### src/rtl/fp_cmp_pipe.sv
// Two-stage pipelined IEEE-754 comparator with EQ/NE/LT/LE/GT/GE/MIN/MAX modes.
// Uses a sign-magnitude compare (no subtractor) and one valid/ready handshake shared by all lanes.
module fp_cmp_pipe #(
  parameter int unsigned EXP_W = 8,
  parameter int unsigned MAN_W = 23,
  parameter int unsigned LANES = 1
) (
  input  logic                      clk,
  input  logic                      rst_n,
  input  logic                      in_valid,
  output logic                      in_ready,
  input  logic [LANES*(1+EXP_W+MAN_W)-1:0] in_a,
  input  logic [LANES*(1+EXP_W+MAN_W)-1:0] in_b,
  input  logic [2:0]                in_mode,
  output logic                      out_valid,
  input  logic                      out_ready,
  output logic [LANES-1:0]          out_flag,
  output logic [LANES*(1+EXP_W+MAN_W)-1:0] out_sel,
  output logic [LANES-1:0]          out_unord
);

  localparam int unsigned W = 1 + EXP_W + MAN_W;
  localparam logic [W-1:0] QNAN = {1'b0, {EXP_W{1'b1}}, 1'b1, {(MAN_W-1){1'b0}}};

  typedef enum logic [2:0] {
    MODE_EQ  = 3'd0,
    MODE_NE  = 3'd1,
    MODE_LT  = 3'd2,
    MODE_LE  = 3'd3,
    MODE_GT  = 3'd4,
    MODE_GE  = 3'd5,
    MODE_MIN = 3'd6,
    MODE_MAX = 3'd7
  } mode_e;

  function automatic logic is_nan(input logic [W-1:0] v);
    return (&v[W-2:MAN_W]) & (|v[MAN_W-1:0]);
  endfunction

  function automatic logic is_zero(input logic [W-1:0] v);
    return ~(|v[W-2:0]);
  endfunction

  logic advance;

  logic               s1_valid_q, s1_valid_d;
  mode_e              s1_mode_q, s1_mode_d;
  logic [LANES*W-1:0] s1_a_q, s1_a_d;
  logic [LANES*W-1:0] s1_b_q, s1_b_d;
  logic [LANES-1:0]   s1_a_nan_q, s1_a_nan_d;
  logic [LANES-1:0]   s1_b_nan_q, s1_b_nan_d;
  logic [LANES-1:0]   s1_a_zero_q, s1_a_zero_d;
  logic [LANES-1:0]   s1_b_zero_q, s1_b_zero_d;
  logic [LANES-1:0]   s1_sign_a_q, s1_sign_a_d;
  logic [LANES-1:0]   s1_sign_b_q, s1_sign_b_d;
  logic [LANES-1:0]   s1_mag_eq_q, s1_mag_eq_d;
  logic [LANES-1:0]   s1_mag_lt_q, s1_mag_lt_d;

  logic [LANES-1:0]   lane_unord, lane_eq, lane_lt, lane_gt;
  logic [LANES-1:0]   lane_min_a, lane_max_a;

  logic               out_valid_q, out_valid_d;
  logic [LANES-1:0]   out_flag_q, out_flag_d;
  logic [LANES*W-1:0] out_sel_q, out_sel_d;
  logic [LANES-1:0]   out_unord_q, out_unord_d;

  // The stall is global, so every stage moves together whenever the output slot can drain.
  assign advance  = ~out_valid_q | out_ready;
  assign in_ready = advance;

  always_comb begin
    s1_valid_d  = s1_valid_q;
    s1_mode_d   = s1_mode_q;
    s1_a_d      = s1_a_q;
    s1_b_d      = s1_b_q;
    s1_a_nan_d  = s1_a_nan_q;
    s1_b_nan_d  = s1_b_nan_q;
    s1_a_zero_d = s1_a_zero_q;
    s1_b_zero_d = s1_b_zero_q;
    s1_sign_a_d = s1_sign_a_q;
    s1_sign_b_d = s1_sign_b_q;
    s1_mag_eq_d = s1_mag_eq_q;
    s1_mag_lt_d = s1_mag_lt_q;
    if (advance) begin
      s1_valid_d = in_valid;
      s1_mode_d  = mode_e'(in_mode);
      s1_a_d     = in_a;
      s1_b_d     = in_b;
      for (int i = 0; i < int'(LANES); i++) begin
        s1_a_nan_d[i]  = is_nan(in_a[i*W +: W]);
        s1_b_nan_d[i]  = is_nan(in_b[i*W +: W]);
        s1_a_zero_d[i] = is_zero(in_a[i*W +: W]);
        s1_b_zero_d[i] = is_zero(in_b[i*W +: W]);
        s1_sign_a_d[i] = in_a[i*W + W - 1];
        s1_sign_b_d[i] = in_b[i*W + W - 1];
        s1_mag_eq_d[i] = in_a[i*W +: W-1] == in_b[i*W +: W-1];
        s1_mag_lt_d[i] = in_a[i*W +: W-1] <  in_b[i*W +: W-1];
      end
    end
  end

  // Ordered relation per lane; +0 and -0 compare equal, and for two negatives the larger magnitude is less.
  always_comb begin
    lane_unord = '0;
    lane_eq    = '0;
    lane_lt    = '0;
    lane_gt    = '0;
    lane_min_a = '0;
    lane_max_a = '0;
    for (int i = 0; i < int'(LANES); i++) begin
      lane_unord[i] = s1_a_nan_q[i] | s1_b_nan_q[i];
      if (s1_a_zero_q[i] & s1_b_zero_q[i]) begin
        lane_eq[i]    = 1'b1;
        lane_lt[i]    = 1'b0;
        lane_min_a[i] = s1_sign_a_q[i] | ~s1_sign_b_q[i];
        lane_max_a[i] = ~s1_sign_a_q[i] | s1_sign_b_q[i];
      end else begin
        lane_eq[i] = (s1_sign_a_q[i] == s1_sign_b_q[i]) & s1_mag_eq_q[i];
        if (s1_sign_a_q[i] != s1_sign_b_q[i]) begin
          lane_lt[i] = s1_sign_a_q[i];
        end else if (!s1_sign_a_q[i]) begin
          lane_lt[i] = s1_mag_lt_q[i];
        end else begin
          lane_lt[i] = ~s1_mag_lt_q[i] & ~s1_mag_eq_q[i];
        end
        lane_min_a[i] = lane_lt[i] | lane_eq[i];
        lane_max_a[i] = ~lane_lt[i];
      end
      lane_gt[i] = ~lane_lt[i] & ~lane_eq[i];
    end
  end

  always_comb begin
    out_valid_d = out_valid_q;
    out_flag_d  = out_flag_q;
    out_sel_d   = out_sel_q;
    out_unord_d = out_unord_q;
    if (advance) begin
      out_valid_d = s1_valid_q;
      out_flag_d  = '0;
      out_sel_d   = '0;
      out_unord_d = '0;
      if (s1_valid_q) begin
        for (int i = 0; i < int'(LANES); i++) begin
          out_unord_d[i] = lane_unord[i];
          unique case (s1_mode_q)
            MODE_EQ: out_flag_d[i] = lane_eq[i] & ~lane_unord[i];
            MODE_NE: out_flag_d[i] = ~lane_eq[i] | lane_unord[i];
            MODE_LT: out_flag_d[i] = lane_lt[i] & ~lane_unord[i];
            MODE_LE: out_flag_d[i] = (lane_lt[i] | lane_eq[i]) & ~lane_unord[i];
            MODE_GT: out_flag_d[i] = lane_gt[i] & ~lane_unord[i];
            MODE_GE: out_flag_d[i] = (lane_gt[i] | lane_eq[i]) & ~lane_unord[i];
            MODE_MIN, MODE_MAX: begin
              // A single NaN yields the other operand; only a double NaN produces the canonical qNaN.
              if (s1_a_nan_q[i] & s1_b_nan_q[i]) begin
                out_flag_d[i]       = 1'b0;
                out_sel_d[i*W +: W] = QNAN;
              end else if (s1_a_nan_q[i]) begin
                out_flag_d[i]       = 1'b0;
                out_sel_d[i*W +: W] = s1_b_q[i*W +: W];
              end else if (s1_b_nan_q[i]) begin
                out_flag_d[i]       = 1'b1;
                out_sel_d[i*W +: W] = s1_a_q[i*W +: W];
              end else begin
                out_flag_d[i]       = (s1_mode_q == MODE_MIN) ? lane_min_a[i] : lane_max_a[i];
                out_sel_d[i*W +: W] = out_flag_d[i] ? s1_a_q[i*W +: W] : s1_b_q[i*W +: W];
              end
            end
            default: out_flag_d[i] = 1'b0;
          endcase
        end
      end
    end
  end

  always_ff @(posedge clk) begin
    if (!rst_n) begin
      s1_valid_q  <= 1'b0;
      out_valid_q <= 1'b0;
      out_flag_q  <= '0;
      out_sel_q   <= '0;
      out_unord_q <= '0;
    end else begin
      s1_valid_q  <= s1_valid_d;
      out_valid_q <= out_valid_d;
      out_flag_q  <= out_flag_d;
      out_sel_q   <= out_sel_d;
      out_unord_q <= out_unord_d;
    end
  end

  // Stage-1 payload is qualified by s1_valid_q, so it needs no reset.
  always_ff @(posedge clk) begin
    s1_mode_q   <= s1_mode_d;
    s1_a_q      <= s1_a_d;
    s1_b_q      <= s1_b_d;
    s1_a_nan_q  <= s1_a_nan_d;
    s1_b_nan_q  <= s1_b_nan_d;
    s1_a_zero_q <= s1_a_zero_d;
    s1_b_zero_q <= s1_b_zero_d;
    s1_sign_a_q <= s1_sign_a_d;
    s1_sign_b_q <= s1_sign_b_d;
    s1_mag_eq_q <= s1_mag_eq_d;
    s1_mag_lt_q <= s1_mag_lt_d;
  end

  assign out_valid = out_valid_q;
  assign out_flag  = out_flag_q;
  assign out_sel   = out_sel_q;
  assign out_unord = out_unord_q;

endmodule

### config.mk
export PLATFORM = sky130hd
export DESIGN_NAME = fp_cmp_pipe
export DESIGN_NICKNAME = d
export VERILOG_FILES = /design/src/rtl/fp_cmp_pipe.sv
export SDC_FILE = /design/constraint.sdc
export NUM_CORES = 1
export LEC_CHECK = 0
export ABC_AREA = 1
export BUFFER_PORTS_ARGS = -buffer_cell sky130_fd_sc_hd__buf_2
export CAP_MARGIN = 20
export CORE_MARGIN = 4
export CORE_UTILIZATION = 49
export CTS_BUF_LIST = sky130_fd_sc_hd__clkbuf_4
export CTS_CLUSTER_DIAMETER = 150
export DETAILED_ROUTE_END_ITERATION = 16
export MAX_ROUTING_LAYER = met4
export PLACE_DENSITY_LB_ADDON = 0.15
export SLEW_MARGIN = 25
export SYNTH_ARGS = -nofsm -noshare
export SYNTH_HDL_FRONTEND = slang
export SYNTH_SLANG_ARGS = --single-unit
### constraint.sdc
create_clock -name clk -period 2.5 [get_ports clk]
set_input_delay 0.125 -clock clk [delete_from_list [all_inputs] [get_ports clk]]
set_output_delay 0.125 -clock clk [all_outputs]
set_load 0.01 [all_outputs]
==> results.toml, run 1 <==
[run_status]
status = "finished, final reports clean"

[worst_hold_path]
hp-start = "out_ready"
hold_depth = 5
hold_class = "in2reg"
min_to = "out_sel[26]$_SDFFE_PN0P_"

[cells_and_area]
num-nets-final = 828
drive_gt1_share_pct = 18.2
design_area_um2 = 6740
syn2layout_area_growth_pct = 28.4
most-common-layout-cells = "106 x buf_2, 102 x nand2_1, 81 x inv_1, 73 x edfxtp_1, 69 x dlygate4sd3_1"
diodes = 0
layout.cells.most_common = "buf_2"

[clocking]
clkLatencyLatePin_ns = 0.45
clkTransAtPathRegs_ns = 0.16
cts_tree = "yes"
cts-resized-gates = 0
cts.sinks = 109
cts_root_buf = "clkbuf_4"
htree_levels = 3
cts_buffer_depth = 2
cts_buffers = 9

[worst_setup_path]
cp_data_required_time_ns = 2.38
end_kind = "output pin"
rr_startpoint = "s1_a_q[31]$_DFFE_PP_"
crit_arrival_ns = 2.13
timing.rr.end = "out_sel[20]$_SDFFE_PN0P_"
path_class = "reg2out"
r2r_slack_ns = 0.46
rr_worst_depth = 12
cp_max_fo = 75
worstSetupStartpointType = "flip-flop"

[logic_synthesis]
yosys-top-cells-area = "edfxtp_1 42%, dfxtp_1 14%, ha_1 7.9%"
synth-xor-area-share_pct = 0
synth_top_area_share_pct = 41.8
ys_seq_area_share_pct = 55.5
yosysWarnings = 0
synth_top_cell_by_area = "edfxtp_1"
synth-simple-area-share_pct = 20.7
ys_seq_elements = 109
syn_inst = 549
muxShareOfSynthArea_pct = 0
synth_top_family_by_area = "simple AND/OR/NAND/NOR gates"
synth-adder-area-share_pct = 7.87
synth_compound_area_share_pct = 7.77
syn_area_per_cell_um2 = 9.56
ys_types = 23
synth_nets = 653
synth_area_um2 = 5250

[global_routing]
grt_start_max_net_pins = 76
antenna_found_initial = 0
grt_usage_pct = 21.4
grt_overflow = 0
grt_pass1_vias = 4286
grt_pass1_wl_um = 20900

[floorplan]
initial_utilization_pct = 50.6
coreArea_um2 = 10400
num_rows = 37
die_h_um = 111
die_area_um2 = 12400
io_pins = 107
dieWidth_um = 111

[timing]
setup_viol = 0
fmax_ghz = 0.443
clock-skew-final_ns = 0.0241
hold_violations = 0
finalCriticalPeriod_ns = 2.26
relSlewSlack_pct = 38.1
drv_slew = 0
fin_tns_setup_ns = 0
grt_setup_unrepaired = "false"
fin_crit_sh_pct = 90.3
worstMarginPinSlew_ns = 0.929
layout_setup_ws_ns = 0.242
whs_ns = 0.146

[routing]
via_per_inst = 4.99
detail_route.wl_per_cell_um = 14.6
wl_um = 12600
drt_first_pass_iters = 4
dr.first_iter.drc_count = 216
drc = 0
num_vias = 4317
ant_nets = 0

[place]
place_ws_ns = 0.486
gp_congestion = 0.835
port_buffers = 106
dp_hpwl_um = 9060
dpl_cell_area_um2 = 5920

[power]
p_per_area_nw_per_um2 = 522
vdd_drop_max_mv = 0.278
leakage_nw = 3.06

[run]
drv_cap = 0
## worst max path at each step
stage / depth (start not counted) / endpoint / startpoint / slack (ns)
after global routing: 6 / in_ready / out_valid$_SDFFE_PN0P_ / 0.04
final: 6 / in_ready / out_valid$_SDFFE_PN0P_ / 0.24
after detailed placement: 12 / out_sel[26]$_SDFFE_PN0P_ / s1_a_q[31]$_DFFE_PP_ / 0.49
after global placement: 12 / out_sel[25]$_SDFFE_PN0P_ / s1_a_q[31]$_DFFE_PP_ / 0.54
after CTS: 6 / in_ready / out_valid$_SDFFE_PN0P_ / 0.19
after floorplan: 4 / s1_a_nan_q$_DFFE_PP_ / out_valid$_SDFFE_PN0P_ / 0.27
## synthesized netlist by cell type (all sizes together)
| master | instances |
|---|---|
| and2 | 1 |
| nand4 | 12 |
| nand3 | 42 |
| clkbuf | 9 |
| nor2 | 12 |
| clkinv | 4 |
| buf | 11 |
| nand2 | 103 |
| o211ai | 2 |
| a21oi | 66 |
| ha | 33 |
| edfxtp | 73 |
| nand3b | 32 |
| nor3 | 7 |
| a21boi | 1 |
| inv | 82 |
| o21ai | 11 |
| nor4 | 12 |
| dfxtp | 36 |
## routing by layer
metal | vias up | part of all wire (%) | global-route usage, % | wire length, um
li1 | 2223 | - | - | -
met1 | 1990 | 47 | 27.9 | 5940
met4 | 0 | 0.92 | 5.11 | 116
met5 | - | 0 | - | 0
met2 | 96 | 48 | 35.4 | 6040
met3 | 8 | 4.3 | 3.48 | 549
## area by class of cell
cell class | instances | area [um^2]
fillers | 885 | 3630
flip-flops and latches | 109 | 2910
multi-input cells | 334 | 1910
repair buffers | 184 | 1290
inverters | 86 | 327
well taps | 136 | 170
clock buffers | 10 | 75.1
clock inverters | 6 | 53.8
## where the power goes
part / internal, mW / switching, mW / total, mW
Clock: 0.306 / 0.546 / 0.852
Combinational: 0.264 / 0.343 / 0.607
Sequential: 2.02 / 0.0342 / 2.06
## cells by family (layout without fill, tap and decap cells)
| family | Yosys count | in the layout |
|---|---|---|
| DFF | 109 | 109 |
| adders and majority gates | 33 | 33 |
| and+or+nand+nor | 221 | 221 |
| AOI/OAI and AO/OA | 80 | 80 |
| buffers and inverters | 106 | 286 |
## sequential cells by signal (all words and copies together) (netlist names)
register and flops:
s1_mag_lt_q 1, out_valid 1, out_unord 1, s1_valid_q 1
s1_b_q 32, s1_a_zero_q 1, s1_b_nan_q 1, s1_a_q 32
s1_mag_eq_q 1, out_flag 1, s1_mode_q 3, out_sel 32
s1_b_zero_q 1, s1_a_nan_q 1
## worst max-delay path, cell delays in order (launching register included)
cell	delay [ns]
dfxtp_1	0.34
inv_1	0.07
nor2_2	0.05
buf_4	0.19
clkinvlp_4	0.07
buf_4	0.69
buf_2	0.27
## through the flow
step | utilization (%) | cells | total power [mW]
floorplan | - | 549 | 2.44
global placement | 57.1 | 780 | 2.60
detailed placement | 57.1 | 780 | 2.62
CTS | 65.0 | 865 | 3.54
global route | 65.0 | 865 | 3.70
finish | 65.0 | 865 | 3.52
## what timing repair did
| item | CTS | global route |
|---|---|---|
| hold buffers | 69 | 0 |
| endpoints found under the hold margin | 68 | 0 |
| setup buffers | 0 | 0 |
No activity file was read; power rests on OpenSTA's default activity.
==> inputs of run 2 (changes only) <==
- clock period: 2.5 -> 2.8 ns (I/O delays scaled with it)
==> run 2 against run 1 <==
Register-to-register slack worse by 0.07 ns. Critical endpoint is now out_sel[22]$_SDFFE_PN0P_. Critical path depth is 6 higher. Via count is 2.0% higher. Power is 7.5% lower. Largest cell class unchanged.
==> results.toml, run 2 (synthesis gave the netlist of run 1 again) <==
[run]
drv_cap = 0

[worst_setup_path]
cp_data_required_time_ns = 3.11
r2r_slack_ns = 0.39
cp_max_fo = 32
timing.rr.end = "out_sel[22]$_SDFFE_PN0P_"
crit_arrival_ns = 2.72
rr_worst_depth = 12
end_kind = "flip-flop"
path_class = "reg2reg"
rr_startpoint = "s1_a_q[31]$_DFFE_PP_"
worstSetupStartpointType = "flip-flop"

[timing]
hold_violations = 0
grt_setup_unrepaired = "false"
layout_setup_ws_ns = 0.393
finalCriticalPeriod_ns = 2.41
worstMarginPinSlew_ns = 0.907
setup_viol = 0
clock-skew-final_ns = 0.0181
fmax_ghz = 0.415
drv_slew = 0
fin_tns_setup_ns = 0
fin_crit_sh_pct = 86.0
relSlewSlack_pct = 39.5

[routing]
wl_um = 12900
dr.first_iter.drc_count = 194
drc = 0
num_vias = 4402
via_per_inst = 5.11
drt_first_pass_iters = 5
ant_nets = 0
detail_route.wl_per_cell_um = 15.0

[clocking]
cts_tree = "yes"
htree_levels = 3
cts_buffer_depth = 2
clkTransAtPathRegs_ns = 0.16
cts_buffers = 9
post_cts_buffers = 0
cts_root_buf = "clkbuf_4"
clkLatencyLatePin_ns = 0.44
cts.sinks = 109

[run_status]
status = "finished, final reports clean"

[global_routing]
grt_pass1_vias = 4441
antenna_found_initial = 0
grt_start_max_net_pins = 76
grt_pass1_wl_um = 21300
grt_overflow = 0
grt_usage_pct = 21.6

[power]
switching_share_pct = 25.3
p_seq_share_pct = 56.5
p_int_mw = 2.43
pwr-share-clk_pct = 26.9
p_comb_share_pct = 16.6
vdd_drop_max_mv = 0.285
power_switching_uw = 824
p_per_area_nw_per_um2 = 482
leakage_nw = 3.06

[worst_hold_path]
hp-start = "out_ready"
hold_depth = 5
hold_class = "in2reg"
min_to = "out_unord$_SDFFE_PN0P_"

[floorplan]
die_h_um = 111
initial_utilization_pct = 50.6
die_area_um2 = 12400
dieWidth_um = 111
io_pins = 107
num_rows = 37
coreArea_um2 = 10400

[cells_and_area]
num-nets-final = 825
drive_gt1_share_pct = 18.3
most-common-layout-cells = "106 x buf_2, 102 x nand2_1, 81 x inv_1, 73 x edfxtp_1, 69 x dlygate4sd3_1"
syn2layout_area_growth_pct = 28.6
layout.cells.most_common = "buf_2"
diodes = 0

[place]
gp_congestion = 0.826
port_buffers = 106
dp_hpwl_um = 9040
place_ws_ns = 0.433
[run 2: cell count changes in the layout (fill, tap and decap cells not counted)]
cell / previous run / this run
buf_4: 9 / 6
clkinv_1: 7 / 4
clkbuf_4: 10 / 12
bufinv_16: 1 / 2
clkinvlp_4: 2 / 1
inv_2: 0 / 1
[run 2: stage by stage]
step / hold slack [ns] / util, % / power (mW) / cells / area (um^2)
floorplan: 0.239 / - / 2.18 / 549 / 5250
global placement: 0.317 / 56.8 / 2.32 / 777 / 5890
detailed placement: 0.319 / 56.8 / 2.33 / 777 / 5890
CTS: 0.135 / 65.1 / 3.27 / 862 / 6750
global route: 0.177 / 65.1 / 3.41 / 862 / 6750
finish: 0.169 / 65.1 / 3.25 / 862 / 6750
[run 2: worst max-delay path, cell delays in order (launching register included)]
cell and delay (ns):
edfxtp_1 0.45, inv_1 0.13, ha_1 0.27, nand2_1 0.11, nand3_1 0.11, nand2_1 0.09
nand2_1 0.08, nand2_1 0.08, nand3_2 0.28, nand2_4 0.42, nand2_1 0.10, nand3_1 0.08
a21oi_1 0.07
[run 2: power groups by stage]
stage          Sequential, mW  Clock (mW)  Combinational, mW
3_3_place_gp             1.87           0              0.446
3_5_place_dp             1.87           0              0.461
6_report                 1.84       0.876              0.539
4_1_cts                  1.84       0.897              0.536
5_1_grt                  1.85       0.954              0.610
2_1_floorplan            1.87           0              0.310
[run 2: worst max path at each step]
stage,start,end,cells past startpoint
6_report,s1_a_q[31]$_DFFE_PP_,out_sel[22]$_SDFFE_PN0P_,12
5_1_grt,s1_a_q[31]$_DFFE_PP_,out_sel[22]$_SDFFE_PN0P_,12
2_1_floorplan,out_valid$_SDFFE_PN0P_,s1_a_nan_q$_DFFE_PP_,4
3_3_place_gp,s1_a_q[31]$_DFFE_PP_,out_sel[2]$_SDFFE_PN0P_,12
4_1_cts,s1_a_q[31]$_DFFE_PP_,out_sel[4]$_SDFFE_PN0P_,12
3_5_place_dp,s1_a_q[31]$_DFFE_PP_,out_sel[8]$_SDFFE_PN0P_,12
[run 2: metal layers]
layer  global-route usage [%]  vias up  routed length (um)
li1                         -     2218                   -
met1                     28.1     2048                5990
met2                     35.2      118                6130
met3                     2.66       18                 588
met4                     7.14        0                 227
met5                        -        -                   0
[run 2: what timing repair did]
action | 4_1_cts | 5_1_grt
hold endpoints to repair | 68 | 0
gates resized for setup | 0 | 0
hold buffers | 69 | 0
[run 2: final cells by class]
class,instances,area (um^2)
Fill cell,851,3620
Inverter,86,323
Clock inverter,4,72.6
Timing Repair Buffer,181,1270
Sequential cell,109,2910
Tap cell,136,170
Multi-Input combinational cell,334,1910
Clock buffer,12,90.1
